### src/rtl/id_stage.sv
// Instruction-decode stage: IF/ID latch, field decode, and a 2-read/1-write register file.
// Optional write-through bypass on the read ports is enabled by defining ID_FORWARD_EN.
module id_stage #(
  parameter int NREG_LOG2 = 5
) (
  input  logic                 clk,
  input  logic                 CLR,
  input  logic [31:0]          IR,
  input  logic [31:0]          PC,
  input  logic                 stall,
  input  logic                 flush,
  input  logic                 wb_we,
  input  logic [NREG_LOG2-1:0] wb_rd,
  input  logic [31:0]          wb_data,
  output logic                 id_valid,
  output logic [31:0]          id_pc,
  output logic [31:0]          id_ir,
  output logic [4:0]           rs,
  output logic [4:0]           rt,
  output logic [4:0]           rd,
  output logic [5:0]           opcode,
  output logic [5:0]           funct,
  output logic [31:0]          imm_sext,
  output logic [31:0]          rs_data,
  output logic [31:0]          rt_data,
  output logic [31:0]          jaddr,
  output logic [31:0]          baddr
);

  localparam int NREG = 2 ** NREG_LOG2;

  logic [31:0] regs [NREG];

  function automatic logic signed [31:0] sext16(input logic signed [15:0] v);
    return 32'(v);
  endfunction

  function automatic logic [31:0] read_port(input logic [NREG_LOG2-1:0] idx);
    logic [31:0] r;
    r = '0;
    if (idx != '0) begin
`ifdef ID_FORWARD_EN
      if (wb_we && (wb_rd == idx)) r = wb_data;
      else                         r = regs[idx];
`else
      r = regs[idx];
`endif
    end
    return r;
  endfunction

  // IF/ID boundary: reset beats flush beats stall beats load
  always_ff @(posedge clk) begin
    if (CLR) begin
      id_valid <= 1'b0;
      id_ir    <= '0;
      id_pc    <= '0;
    end else if (flush) begin
      id_valid <= 1'b0;
      id_ir    <= '0;
      id_pc    <= '0;
    end else if (!stall) begin
      id_valid <= 1'b1;
      id_ir    <= IR;
      id_pc    <= PC;
    end
  end

  // Writeback port is independent of stall/flush; reset suppresses a concurrent write
  always_ff @(posedge clk) begin
    if (CLR) begin
      for (int i = 0; i < NREG; i++) regs[i] <= '0;
    end else if (wb_we && (wb_rd != '0)) begin
      regs[wb_rd] <= wb_data;
    end
  end

  assign opcode   = id_ir[31:26];
  assign rs       = id_ir[25:21];
  assign rt       = id_ir[20:16];
  assign rd       = id_ir[15:11];
  assign funct    = id_ir[5:0];
  assign imm_sext = sext16(id_ir[15:0]);
  assign jaddr    = {6'b0, id_ir[25:0]};
  assign baddr    = id_pc + 32'd1 + imm_sext;

  assign rs_data = id_valid ? read_port(rs[NREG_LOG2-1:0]) : '0;
  assign rt_data = id_valid ? read_port(rt[NREG_LOG2-1:0]) : '0;

endmodule

### config.mk
export PLATFORM = sky130hd
export DESIGN_NAME = id_stage
export DESIGN_NICKNAME = d
export VERILOG_FILES = /design/src/rtl/id_stage.sv
export SDC_FILE = /design/constraint.sdc
export NUM_CORES = 2
export LEC_CHECK = 0
export ABC_AREA = 1
export CAP_MARGIN = 20
export CORE_ASPECT_RATIO = 0.7
export CORE_MARGIN = 2
export CORE_UTILIZATION = 41
export CTS_BUF_LIST = sky130_fd_sc_hd__clkbuf_16
export DETAILED_ROUTE_END_ITERATION = 8
export PLACE_DENSITY = 0.58
export SETUP_SLACK_MARGIN = 0.1
export SYNTH_ARGS = -nofsm -noshare
export SYNTH_HDL_FRONTEND = slang
export SYNTH_SLANG_ARGS = --single-unit
### constraint.sdc
create_clock -name clk -period 3.55 [get_ports clk]
set_clock_uncertainty 0.15 [all_clocks]
set_input_delay 1.065 -clock clk [delete_from_list [all_inputs] [get_ports clk]]
set_output_delay 1.065 -clock clk [all_outputs]
set_load 0.01 [all_outputs]
==> flow_metrics.py <==
metrics = {
    "run_status": {
        "run_status": "finished, violations left",
        "violations": "negative setup slack",
    },
    "floorplan": {
        "num_rows": 119,
        "start_util": 0.413,
        "die-width_um": 469,
        "ios": 358,
        "die_h_um": 329,
        "die_area_um2": 155000,
        "core_um2": 150000,
    },
    "clock_network": {
        "htree_levels": 3,
        "root_buffer": "clkbuf_16",
        "clk_latency_ps": 740,
        "numClockSinks": 1099,
        "cts_max_path_buffers": 3,
        "numCtsBuffers": 113,
        "holdBufCountCts": 0,
        "cts.clk_slew.worst_paths_ps": 60,
        "cts_tree": "built",
    },
    "detailed_routing": {
        "viasPerCell": 5.93,
        "drt_wl_total_um": 279000,
        "final_antenna_net_count": 0,
        "highest_layer": "met5",
        "wl_met2_um": 116000,
        "drt_pre_antenna_iters": 7,
        "wl_met1_um": 110000,
        "vias": 63536,
        "drt_iter0_markers": 10570,
        "wl_met3_um": 39600,
        "routedWlPerCell_um": 26.1,
        "drc_errors": 0,
    },
    "timing": {
        "holdWs_ps": 331,
        "slew_violations": 0,
        "maxSlewHeadroom": 0.392,
        "period_minus_slack_ps": 4060,
        "tightest_slew_ps": 912,
        "period_share": 1.14,
        "setup_viol_count_final": 90,
        "timing.final.ws_setup_ps": -508,
        "timing.fmax_ghz": 0.246,
        "hold_viol": 0,
        "rsz0062_at_grt": "true",
        "tns_ps": -29300,
    },
    "grt": {
        "overflow": 0,
        "grt_pass1_vias": 57237,
        "grt_max_degree": 55,
        "grt_use_total": 0.342,
        "grt_pass1_wl_um": 390000,
        "antenna_found_initial": 4,
    },
    "layout": {
        "final_cells": 10713,
        "final_common_cell": "nand2_1",
        "fin_nets": 8760,
        "syn_to_final_growth_pct": 35.0,
        "mostFrequentLayoutCells": "nand2_1, nand3_1, nor2_1",
        "layout-drive-gt1-share": 0.235,
        "post-route-cell-area_um2": 83800,
    },
    "setup_path": {
        "worstSetupPathType": "reg2out",
        "crit_required_ps": 2330,
        "crit_slowest_cell": "dfxtp_4",
        "cp_cell_sequence": "buf_12, clkinv_16, buf_16, buf_8, buf_12, buf_8, a21oi_2, o21ai_1, nand3_1, nand2_1, nor2_2, nor2_4, nor2_4, buf_6",
        "crit_family": "buffers and inverters",
        "critPathMaxFanout": 7,
        "critical_path.max_stage_delay_ps": 380,
        "arrival_ps": 2840,
        "worst-path-buf-inv": 7,
        "critPathCaptureType": "output pin",
        "crit_path_start_kind": "flop",
    },
    "job": {
        "max_cap_violations": 0,
    },
    "power_and_ir_drop": {
        "p_int_w": 0.0234,
        "p_switching_w": 0.00904,
        "power_frac_comb": 0.154,
        "clockPowerShare": 0.375,
        "ir_drop_uv": 422,
        "power_w": 0.0324,
        "leakage_nw": 34.9,
        "switching_share": 0.279,
        "seqPwrFrac": 0.471,
        "cellPowerDensity_nw_per_um2": 387,
    },
    "logic_synthesis": {
        "ys_top_cells_by_area": "edfxtp_1, nand2_1, nand3_1",
        "synth_cells": 8048,
        "yosysTopAreaCellShare": 0.496,
        "yosys.area.top_type": "edfxtp_1",
        "netlist-cell-type-count": 34,
        "synth_seq_area_share": 0.520,
        "yosys_register_bits": 1099,
        "synth-async-reset-ratio": 0,
        "syn_area_um2": 62100,
        "syn_area_per_cell_um2": 7.71,
        "synth_ff_type": "edfxtp_1",
        "synth_edf_count": 1024,
        "synth_warnings": 0,
    },
    "worst_hold_path": {
        "hold_class": "reg2reg",
    },
    "place": {
        "io_buffers": 351,
        "hpwlAfterDp_um": 162000,
        "gp_congestion": 0.945,
        "placed_area_um2": 71200,
        "numPlacedInstances": 10241,
    },
}
-- power by group through the flow --
stage	Sequential (W)	Combinational, W	Clock [W]
CTS	0.0152	0.00455	0.0122
global route	0.0153	0.00525	0.0127
global placement	0.0155	0.00395	0
floorplan	0.0154	0.00210	0
finish	0.0153	0.00499	0.0121
detailed placement	0.0155	0.00399	0
-- worst paths after layout --
kind,end,from,depth (start not counted),slack [ps]
min,id_ir[29],id_ir[29],2,330
max reg2reg,id_ir[16],id_ir[16],2,2020
max,rs_data[10],flop,14,-510
min reg2reg,id_ir[29],id_ir[29],2,330
-- cells by family (layout without fill, tap and decap cells) --
group                    after synthesis  after routing  synth area share
AND/OR/NAND/NOR                     5621           5621             0.370
XOR/XNOR                              15             15           0.00212
other                                  1             39         0.0000604
adder cells (fa/ha/maj)               32             32           0.00657
flip-flops                          1099           1099             0.520
buffers and inverters                957           1588            0.0725
AO/OA/AOI/OAI                        323            323            0.0286
-- state kept, by name, summed over array words and instances, names as in the netlist, named ones only --
register and cells:
id_ir 32, id_valid 1, regs 1024, id_pc 32
-- cells in the mapped netlist (all sizes together), types with 3 or more instances --
cell type and instances:
dfxtp 75, nor2 1292, edfxtp 1024, nand3 1427
nand2 2863, and2 29, buf 439, clkbuf 309
o21ai 90, a21oi 170, o21bai 3, a211oi 4
inv 207, xor2 14, ha 31, nor3 5
o211ai 55
-- layout make-up --
| type | instances | area, um^2 |
|---|---|---|
| fill | 13231 | 66600 |
| sequential | 1099 | 32300 |
| multi-input combinational | 6029 | 29500 |
| timing repair buffer | 1164 | 14800 |
| clock buffer | 116 | 2900 |
| tap | 1996 | 2500 |
| inverter | 209 | 875 |
| clock inverter | 93 | 723 |
| timing repair inverter | 6 | 125 |
| antenna | 1 | 2.50 |
-- what timing repair did --
item,4_1_cts,5_1_grt
buffers inserted,112,70
pin swaps,270,297
setup endpoints to repair,95,113
gates resized for setup,1286,535
cloned,57,35
-- tightest hold or removal path, stage by stage (launching register included) --
cell     delay (ps)
dfxtp_1         320
nand2_1          60
a21oi_1          60
-- per-stage QoR --
step | utilization | setup slack, ps
floorplan | - | 237
global route | 0.557 | -575
global placement | 0.473 | -209
finish | 0.557 | -508
detailed placement | 0.473 | -213
CTS | 0.535 | -460
-- routing by layer --
layer / vias to the layer above / track usage
met5: - / 0
met2: 5044 / 0.493
met4: 2 / 0.138
met1: 30139 / 0.493
met3: 860 / 0.0806
li1: 27491 / -
Power figures use the tool's default switching activity.
